## src/rtl/jtag_ram_param_if.sv

```systemverilog
// jtag_ram_param_if
//  Bundles the host word port and the scan-chain port of jtag_ram_param.
//  master : the side that drives addresses, data and scan controls (CPU / loader / bench)
//  slave  : the RAM itself
//  Host : Addr, Din, Wen -> RAM ; Dout <- RAM
//  Scan : Jen, Jrot, Jin -> RAM ; Jout, Jcnt, Jdone <- RAM
interface jtag_ram_param_if #(
  parameter int WIDTH  = 32,
  parameter int ADDR_W = 3
);
  logic [ADDR_W-1:0] Addr;
  logic [WIDTH-1:0]  Din;
  logic              Wen;
  logic [WIDTH-1:0]  Dout;
  logic              Jen;
  logic              Jrot;
  logic [WIDTH-1:0]  Jin;
  logic [WIDTH-1:0]  Jout;
  logic [ADDR_W-1:0] Jcnt;
  logic              Jdone;

  modport master (
    output Addr, Din, Wen, Jen, Jrot, Jin,
    input  Dout, Jout, Jcnt, Jdone
  );

  modport slave (
    input  Addr, Din, Wen, Jen, Jrot, Jin,
    output Dout, Jout, Jcnt, Jdone
  );
endinterface

```

## src/rtl/jtag_ram_param.sv

```systemverilog
// jtag_ram_param
//  Register-file RAM with a word-wide scan chain. The host side writes and reads
//  single words by address; the scan side shifts whole words through every entry,
//  optionally rotating the last entry back into entry 0 for a non-destructive dump.
//  A shift counter tracks position within one image and Jdone pulses for one cycle
//  after each complete image of DEPTH shifts.
//  Ports:
//   clk   : rising-edge clock
//   reset : synchronous active-high reset, clears contents, count, pulse, read register
//   bus   : jtag_ram_param_if.slave carrying the host and scan signals
//  Parameters: WIDTH word width, DEPTH entries (power of two), ADDR_W = log2(DEPTH),
//  READ_REG selects combinational (0) or one-cycle registered (1) host read.
module jtag_ram_param #(
  parameter int WIDTH    = 32,
  parameter int DEPTH    = 8,
  parameter int ADDR_W   = 3,
  parameter bit READ_REG = 1'b0
) (
  input  logic              clk,
  input  logic              reset,
  jtag_ram_param_if.slave   bus
);

  logic [WIDTH-1:0]  mem [DEPTH];
  logic [ADDR_W-1:0] jcnt;
  logic              jdone;

  // Storage: reset wins, then scan shift, then host write. During a shift every
  // entry moves up by one, so a host write in the same cycle is dropped.
  always_ff @(posedge clk) begin
    if (reset) begin
      for (int i = 0; i < DEPTH; i++) begin
        mem[i] <= '0;
      end
    end else if (bus.Jen) begin
      for (int i = 1; i < DEPTH; i++) begin
        mem[i] <= mem[i-1];
      end
      mem[0] <= bus.Jrot ? mem[DEPTH-1] : bus.Jin;
    end else if (bus.Wen) begin
      mem[bus.Addr] <= bus.Din;
    end
  end

  // Shift counter wraps naturally because DEPTH == 2**ADDR_W. Jdone is set on the
  // edge where the count rolls over, so it is visible in the following cycle only.
  // A pause in Jen freezes the count, keeping a partial image pending.
  always_ff @(posedge clk) begin
    if (reset) begin
      jcnt  <= '0;
      jdone <= 1'b0;
    end else begin
      jdone <= bus.Jen && (jcnt == ADDR_W'(DEPTH - 1));
      if (bus.Jen) begin
        jcnt <= jcnt + ADDR_W'(1);
      end
    end
  end

  assign bus.Jout  = mem[DEPTH-1];
  assign bus.Jcnt  = jcnt;
  assign bus.Jdone = jdone;

  // Registered read samples pre-edge contents, so a same-address write returns the
  // old word; it keeps tracking Addr while a scan is in progress.
  generate
    if (READ_REG) begin : gReadReg
      logic [WIDTH-1:0] doutReg;
      always_ff @(posedge clk) begin
        if (reset) begin
          doutReg <= '0;
        end else begin
          doutReg <= mem[bus.Addr];
        end
      end
      assign bus.Dout = doutReg;
    end else begin : gReadComb
      assign bus.Dout = mem[bus.Addr];
    end
  endgenerate

endmodule

```

## src/flat_wrapper.sv

```systemverilog
// flat-port wrapper written by rule: the top's interface ports become plain ports
module jtag_ram_param_flat 
#(
  parameter int WIDTH    = 32,
  parameter int DEPTH    = 8,
  parameter int ADDR_W   = 3,
  parameter bit READ_REG = 1'b0
)
  (clk, reset, bus_Addr, bus_Din, bus_Wen, bus_Jen, bus_Jrot, bus_Jin, bus_Dout, bus_Jout, bus_Jcnt, bus_Jdone);
  jtag_ram_param_if #(.WIDTH(WIDTH), .ADDR_W(ADDR_W)) bus_i ();
  input  logic clk;
  input  logic reset;
  input wire logic [$bits(bus_i.Addr)-1:0] bus_Addr;
  input wire logic [$bits(bus_i.Din)-1:0] bus_Din;
  input wire logic [$bits(bus_i.Wen)-1:0] bus_Wen;
  input wire logic [$bits(bus_i.Jen)-1:0] bus_Jen;
  input wire logic [$bits(bus_i.Jrot)-1:0] bus_Jrot;
  input wire logic [$bits(bus_i.Jin)-1:0] bus_Jin;
  output wire logic [$bits(bus_i.Dout)-1:0] bus_Dout;
  output wire logic [$bits(bus_i.Jout)-1:0] bus_Jout;
  output wire logic [$bits(bus_i.Jcnt)-1:0] bus_Jcnt;
  output wire logic [$bits(bus_i.Jdone)-1:0] bus_Jdone;
  assign bus_i.Addr = bus_Addr;
  assign bus_i.Din = bus_Din;
  assign bus_i.Wen = bus_Wen;
  assign bus_i.Jen = bus_Jen;
  assign bus_i.Jrot = bus_Jrot;
  assign bus_i.Jin = bus_Jin;
  assign bus_Dout = bus_i.Dout;
  assign bus_Jout = bus_i.Jout;
  assign bus_Jcnt = bus_i.Jcnt;
  assign bus_Jdone = bus_i.Jdone;
  jtag_ram_param #(.WIDTH(WIDTH), .DEPTH(DEPTH), .ADDR_W(ADDR_W), .READ_REG(READ_REG)) u_core (.clk(clk), .reset(reset), .bus(bus_i));
endmodule
```

## config.mk

```make
export PLATFORM = sky130hd
export DESIGN_NAME = jtag_ram_param_flat
export DESIGN_NICKNAME = d
export VERILOG_FILES = /design/src/rtl/jtag_ram_param_if.sv /design/src/rtl/jtag_ram_param.sv /design/src/flat_wrapper.sv
export SDC_FILE = /design/constraint.sdc
export NUM_CORES = 1
export LEC_CHECK = 0
export BUFFER_PORTS_ARGS = -buffer_cell sky130_fd_sc_hd__buf_2
export CORE_MARGIN = 5
export CORE_UTILIZATION = 54
export DETAILED_ROUTE_END_ITERATION = 8
export PLACE_DENSITY = 0.86
export SYNTH_ARGS = -nofsm -noshare
export SYNTH_HDL_FRONTEND = slang
export SYNTH_SLANG_ARGS = --single-unit
```

## constraint.sdc

```tcl
create_clock -name clk -period 3.7 [get_ports clk]
set_input_delay 0.185 -clock clk [delete_from_list [all_inputs] [get_ports clk]]
set_output_delay 0.185 -clock clk [all_outputs]
set_load 0.05 [all_outputs]
```

==> key figures, run 1 <==
Synth
  – Async S/R FF share, synth: 0
  – Total of warnings raised by yosys: 0
  – Nets in the synthesized netlist: around 1100
  – Synth Instances: between 900 and 1000
  – Ys flop type: edfxtp_1
  – Cell type contributing the most total cell area after synthesis: edfxtp_1
  – Post-synthesis share of cell area spent on xor and xnor gates: 0.000651
  – Complex-gate fraction of the synthesized area: 0.202
  – Simple-gate area share of the yosys netlist: 0.0537
  – Sequential share of the synthesized area: 0.577
  – Post-synth top area share: 0.571
  – Post-synthesis adder-cell area fraction: 0.00186
  – Dominant combinational cell family by area after synthesis: compound AO/OA/AOI/OAI gates
  – Average footprint of a synthesized cell: around 14 µm²
  – Leading post-synthesis cells by cell area: edfxtp_1, a22o_1, mux2_2
  – Synth Register Bits: 260
  – Mux share of post-synthesis cell area: 0.120
  – Number of enable flip-flop cells after synthesis: about 260
  – Distinct cells, synth: 43
  – Post-synth design cell area: about 13000 µm²

Routing
  – Average routed wire per standard cell: 28.2 µm
  – DRC violation total after the first TritonRoute iteration: 1442
  – Drt total wl: 39900 µm
  – Via density: between 7 and 8
  – DRC violations left: 0
  – Length of the first detailed-routing pass in iterations: 7
  – Remaining number of nets flagged by the antenna check after routing: 0
  – Total vias in the final route: 9964

Placed design
  – DPL Wire Length: 23900 µm
  – Final RePlAce weighted congestion: 0.878
  – Setup Slack @ Placement: 1.04 ns
  – IO buf count: 139

Finish
  – FILL cells: 1774
  – Fraction of final layout cells with drive strength greater than 1: 0.305
  – Layout Area Growth over Synthesis: 14.5%
  – Nets: 1143

Clock tree
  – Clock network latency to the later pin of the worst-skew pair: 0.55 ns
  – Hold buffer count at CTS: 10
  – Number of sinks handled by clock tree synthesis: between 200 and 300
  – Setup repair bufs after CTS: 0
  – Total clock buffers created by CTS: 27
  – H-Tree Depth: 1
  – Clk Tree Root Cell: clkbuf_16
  – Maximum count of clock buffers along a single path: 3
  – Post-CTS Resized: 0
  – TritonCTS clock tree: yes
  – CTS clk-pin slew, worst paths: about 0.06 ns

Timing
  – Final Max Tran Viols: 0
  – Setup clock skew after layout: between 0.01 and 0.015 ns
  – RSZ-0062 raised after global routing: false
  – Final hold violations: 0
  – Least-Margin Pin Slew: 1.19 ns
  – Setup TNS after final layout: 0 ns
  – Maximum clock frequency: 0.353 GHz
  – Max-Slew Margin vs Limit: 0.206
  – Worst Slack Setup Final: 0.869 ns
  – Time the worst path needs with I/O delays and setup: 2.83 ns
  – Portion of the clock cycle consumed by the worst path in the final layout: 0.765
  – Final-report setup violation count: 0

Die
  – Die Outline Area: 28200 µm²
  – Die Y-Extent: 168 µm
  – Starting Density: 0.552
  – Chip Width: 168 µm
  – FP Rows: 57
  – Total I/O pin count: 140
  – Core Region: 24400 µm²

Setup path
  – Worst-case reg-to-reg path depth: 2
  – Crit path cell chain: buf_2, buf_4, nor2b_1, a22oi_1, o221ai_1, buf_2
  – Maximum fanout encountered on the critical timing path: 17
  – Kind of cell adding the most delay to the critical path: simple AND/OR/NAND/NOR gates
  – CP dominant cell by count: buf_2
  – Data required time of the critical path: 3.51 ns
  – Crit path depth: 6
  – Setup crit start kind: input port
  – CP Capture Type: primary output
  – Slowest stage cell on the critical path: nor2b_1
  – Largest incremental delay on the critical path: 0.97 ns
  – Critical path class: input port to primary output
  – Total buffers and inverters traversed by the critical path: 3
  – Crit path arrival time: 2.65 ns

Pwr
  – Pwr/cell area: ~500 nW/µm²
  – Clock network fraction of design power: 0.391
  – Power share of the combinational group: 0.136
  – Seq pwr share: 0.473
  – Net switching power figure: 2010 µW
  – Switch share: 0.263
  – Standby leakage power: 0.00604 µW
  – Pint: 5650 µW
  – IR drop worst, VDD: 0.000318 V

Hold path
  – Hold Crit Class: input port to flip-flop
  – Hold Path Cell Cnt: 3

Global route
  – First-pass GRT wire length: between 50000 and 60000 µm
  – Initial antenna violation count: 3
  – Aggregate global routing overflow: 0
  – Largest net degree at the start of global routing: 162
  – Overall routing resource usage: 0.273
  – Via count of the first global-routing pass: 10100

Run
  – Maximum capacitance violations: 0

Outcome
  – Outcome: finished, final reports clean
-- state kept, by name (all words and copies together), names as in the netlist --
| signal | count |
|---|---|
| u_core.bus.Jcnt | 3 |
| u_core.bus.Jdone | 1 |
| u_core.mem | 256 |
-- power by group through the flow --
stage / clock, µW / combinational (µW) / sequential (µW)
2_1_floorplan: 0 / 619 / 3730
3_3_place_gp: 0 / 998 / 3660
3_5_place_dp: 0 / 1020 / 3670
5_1_grt: 3140 / 1090 / 3640
4_1_cts: 3010 / 1030 / 3610
6_report: 3000 / 1040 / 3620
-- layout make-up --
cell class              count  area (µm²)  share of cell area
flip-flops and latches    260        7770               0.504
multi-input cells         589        5120               0.333
repair buffers            188        1130              0.0731
clock buffers              33         698              0.0453
well taps                 324         405              0.0263
clock inverters            16         267              0.0173
inverters                   3        11.3            0.000731
diodes                      1        2.50            0.000163
-- through the flow --
| stage | area [µm²] | std cells | hold slack, ns | total power (µW) | utilization |
|---|---|---|---|---|---|
| 5_1_grt | 15400 | 1414 | 0.0144 | 7860 | 0.631 |
| 3_5_place_dp | 14300 | 1354 | 0.525 | 4680 | 0.588 |
| 6_report | 15400 | 1414 | 0.00561 | 7660 | 0.631 |
| 3_3_place_gp | 14300 | 1354 | 0.499 | 4660 | 0.588 |
| 2_1_floorplan | 13500 | 980 | 0.439 | 4350 | - |
| 4_1_cts | 15400 | 1413 | 0.000497 | 7650 | 0.631 |
-- routing by layer --
layer	wire, µm	vias up	GRT usage	part of all wire
li1	-	4157	-	-
met1	13900	4790	0.353	0.35
met2	18600	838	0.436	0.47
met3	5340	173	0.0708	0.13
met4	1980	6	0.121	0.050
met5	83	-	0.0157	0.0021
-- cells in the final DEF (no fill, tap or decap), types with 6 or more instances in the layout --
master         synthesis  layout
mux2i_1               53      53
nand2_1               21      20
o2bb2ai_1             32      32
clkbuf_1              47       6
mux2_2                92      92
bufinv_16              0       7
o22a_1                 8       8
a22o_1               161     161
nor2_1                 6       6
a22oi_1               36      36
buf_2                 28     139
o221ai_1              21      21
clkbuf_16              0      27
dlygate4sd3_1          0      10
a221oi_1              42      42
nor2b_1               70      66
edfxtp_1             256     256
buf_4                  3      36
-- worst min-delay path, delay by kind of cell --
family / cells / cell delay, ns
AOI/OAI and AO/OA: 1 / 0.11
buffers and inverters: 1 / 0.08
muxes: 1 / 0.05
-- path summary, 6_finish.rpt --
kind                       from            endpoint  slack, ns
max                 bus_Addr[1]         bus_Dout[4]       0.87
min                 bus_Jin[15]   u_core.mem[0][15]      0.006
max reg2reg   u_core.mem[6][27]   u_core.mem[7][27]       2.52
min reg2reg  u_core.bus.Jcnt[1]  u_core.bus.Jcnt[1]       0.53
-- synth_stat cells (2+ instances only) --
| library cell | instances |
|---|---|
| ha_1 | 2 |
| o221ai_1 | 21 |
| nor2_1 | 6 |
| and2_1 | 5 |
| a221oi_1 | 42 |
| dfxtp_1 | 4 |
| buf_4 | 3 |
| buf_1 | 41 |
| clkbuf_1 | 47 |
| mux4_2 | 2 |
| mux2_2 | 92 |
| buf_6 | 9 |
| o211ai_1 | 2 |
| a22o_1 | 161 |
| buf_2 | 28 |
| o22ai_1 | 3 |
| nor2b_1 | 70 |
| a21oi_1 | 2 |
| o22a_1 | 8 |
| a22oi_1 | 36 |
| o2bb2ai_1 | 32 |
| o21ai_0 | 6 |
| a211o_1 | 2 |
| nor3_4 | 2 |
| edfxtp_1 | 256 |
| nand2_1 | 21 |
| nand3_1 | 3 |
| nand2b_1 | 7 |
| mux2i_1 | 53 |
-- cells by family after synthesis --
kind of cell	after synthesis
simple gates	120
buf+inv	131
mux	147
fa+ha+maj	2
compound gates	319
flops	260
xor+xnor	1
(Power assumes the default switching activity.)
==> inputs of run 2 (changes only) <==
==> constraint.sdc (replaced) <==
create_clock -name clk -period 2.4 [get_ports clk]
set_input_delay 0.12 -clock clk [delete_from_list [all_inputs] [get_ports clk]]
set_output_delay 0.12 -clock clk [all_outputs]
set_load 0.05 [all_outputs]
==> run 2 against run 1 <==
Effect of this change: non-clock buffer count up 90; flip-flop and latch count stayed put; the flow now finishes with violations (negative hold slack); critical endpoint is now bus_Dout[12]; sequential power grew 54%; setup slack worse by 0.68 ns; die area unchanged; clock skew is 0.0015 ns lower; power rose by 50%.
==> key figures, run 2 (synthesized netlist as in run 1, its figures left out) <==
Global route
  – Overall routing resource usage: 0.290 (+0.0175)
  – Aggregate global routing overflow: 0 (unchanged)
  – Initial antenna violation count: 1 (-2)
  – Via count of the first global-routing pass: 10800 (+7.6%)
  – Largest net degree at the start of global routing: 91 (-44%)
  – First-pass GRT wire length: 64000 µm (+7.1%)

Run
  – Maximum capacitance violations: 0 (unchanged)

Routing
  – Drt total wl: 42100 µm (+5.5%)
  – Length of the first detailed-routing pass in iterations: 6 (-1)
  – Via density: 7.02 (-0.38%)
  – DRC violations left: 0 (unchanged)
  – DRC violation total after the first TritonRoute iteration: 1588 (+10%)
  – Average routed wire per standard cell: 28.0 µm (-0.70%)
  – Remaining number of nets flagged by the antenna check after routing: 0 (unchanged)
  – Total vias in the final route: 10500 (+5.8%)

Placed design
  – Final RePlAce weighted congestion: 0.912 (+3.9%)
  – DPL Wire Length: 25500 µm (+6.6%)
  – IO buf count: 139 (unchanged)

Timing
  – Final Max Tran Viols: 0 (unchanged)
  – Final-report setup violation count: 0 (unchanged)
  – Setup TNS after final layout: 0 ns (unchanged)
  – Post-route worst hold slack: -0.00235 ns (-0.00795 ns)
  – Max-Slew Margin vs Limit: 0.401 (+0.195)
  – Final hold violations: 2 (+2)
  – Time the worst path needs with I/O delays and setup: 2.22 ns
  – Setup clock skew after layout: 0.00997 ns (-0.00154 ns)
  – Portion of the clock cycle consumed by the worst path in the final layout: 0.923
  – RSZ-0062 raised after global routing: false
  – Least-Margin Pin Slew: 0.895 ns (-0.293 ns)
  – Maximum clock frequency: 0.451 GHz

Clock tree
  – Number of sinks handled by clock tree synthesis: 260 (unchanged)
  – H-Tree Depth: 1 (unchanged)
  – Total clock buffers created by CTS: 27 (unchanged)
  – Clk Tree Root Cell: clkbuf_16
  – CTS clk-pin slew, worst paths: 0.06 ns (about the same)
  – TritonCTS clock tree: yes
  – Maximum count of clock buffers along a single path: 3 (unchanged)
  – Post-CTS Resized: 0 (unchanged)
  – Clock network latency to the later pin of the worst-skew pair: 0.55 ns (about the same)

Finish
  – Nets: 1233 (+7.9%)
  – Highest-count cells in the layout ignoring fill and taps: edfxtp_1, a22o_1, buf_2
  – Most common cell after layout, fill and taps aside: edfxtp_1
  – Number of flip-flops in the largest register: 256 (unchanged)
  – Fraction of final layout cells with drive strength greater than 1: 0.300 (-0.00495)
  – Layout Area Growth over Synthesis: 20.4%
  – Register with the most flip-flops: u_core.mem

Die
  – Chip Width: 168 µm (unchanged)
  – Starting Density: 0.552 (unchanged)
  – Die Y-Extent: 168 µm (unchanged)
  – Core Region: 24400 µm² (unchanged)
  – Die Outline Area: 28200 µm² (unchanged)
  – Total I/O pin count: 140 (unchanged)
  – FP Rows: 57 (unchanged)

Pwr
  – Power share of the combinational group: 0.152 (+0.016)
  – Pint: 8350 µW (+48%)
  – Pwr/cell area: 710 nW/µm² (+43%)
  – Seq pwr share: 0.485 (+0.012)
  – Switch share: 0.274 (+0.0113)
  – Clock network fraction of design power: 0.362 (-0.029)
  – Overall power consumption: 11500 µW (+50%)
  – Standby leakage power: 0.00646 µW (+6.9%)
  – IR drop worst, VDD: 0.000515 V (+62%)
  – Net switching power figure: 3150 µW (+57%)

Setup path
  – Data required time of the critical path: 2.28 ns (-1.23 ns)
  – Slowest stage cell on the critical path: edfxtp_1
  – Largest incremental delay on the critical path: 0.41 ns (-0.56 ns)
  – Total buffers and inverters traversed by the critical path: 1 (-2)
  – Kind of cell adding the most delay to the critical path: compound AO/OA/AOI/OAI gates
  – Critical path class: flip-flop to primary output
  – Crit path arrival time: 2.10 ns (-0.55 ns)
  – Maximum fanout encountered on the critical timing path: 2 (-15)
  – CP Capture Type: primary output
  – Crit path cell chain: mux2_2, a221oi_1, o221ai_1, buf_2
  – Setup crit start kind: flip-flop

Hold path
  – Hold Crit Class: input port to flip-flop

Outcome
  – Outcome: finished with violations
  – Failing checks: negative hold slack
-- run 2: changes by cell type in the layout (fill, tap and decap cells not counted), moves of 2 or more --
cell           delta
clkbuf_1          -2
bufinv_16         -4
dlygate4sd3_1    +65
buf_4            +19
clkinv_1          +3
buf_12            +6
-- run 2: worst paths after layout --
path         slack, ns                 end          startpoint  cells past startpoint
max reg2reg       0.75   u_core.mem[0][15]   u_core.mem[7][15]                      3
min             -0.002   u_core.mem[4][24]         bus_Din[24]                      2
min reg2reg       0.55  u_core.bus.Jcnt[2]  u_core.bus.Jcnt[2]                      2
max               0.18        bus_Dout[12]   u_core.mem[2][12]                      4
-- run 2: layout make-up --
type,count,area [µm²]
Tap cell,324,405
Inverter,3,11.3
Timing Repair Buffer,278,2040
Clock buffer,31,691
Clock inverter,16,159
Fill cell,1696,8200
Multi-Input combinational cell,589,5120
Antenna cell,1,2.50
Sequential cell,260,7770
-- run 2: metal layers --
layer	part of all wire	vias up	wire, µm	global-route usage
met1	0.35	5093	14700	0.378
met3	0.13	192	5410	0.0614
met4	0.053	0	2240	0.134
met5	0	-	0	0
li1	-	4334	-	-
met2	0.47	925	19700	0.469
-- run 2: timing repair --
action	in CTS	in global routing
buffers inserted	0	0
hold buffers	75	0
hold endpoints to repair	118	0
setup endpoints to repair	0	0
-- run 2: power groups by stage --
stage	registers, µW	clock network [µW]	logic [µW]
global route	5600	4380	1830
floorplan	5750	0	955
CTS	5560	4160	1720
finish	5580	4170	1750
global placement	5640	0	1580
detailed placement	5650	0	1620
-- run 2: per-stage QoR --
stage | hold slack (ns) | cells | util | instance area, µm² | worst slack, ns
floorplan | 0.374 | 980 | - | 13500 | 0.000196
global placement | 0.459 | 1379 | 0.598 | 14600 | 0.485
detailed placement | 0.469 | 1379 | 0.598 | 14600 | 0.427
CTS | 0.00182 | 1501 | 0.664 | 16200 | 0.247
global route | 0.00725 | 1502 | 0.664 | 16200 | 0.165
finish | -0.00235 | 1502 | 0.664 | 16200 | 0.185
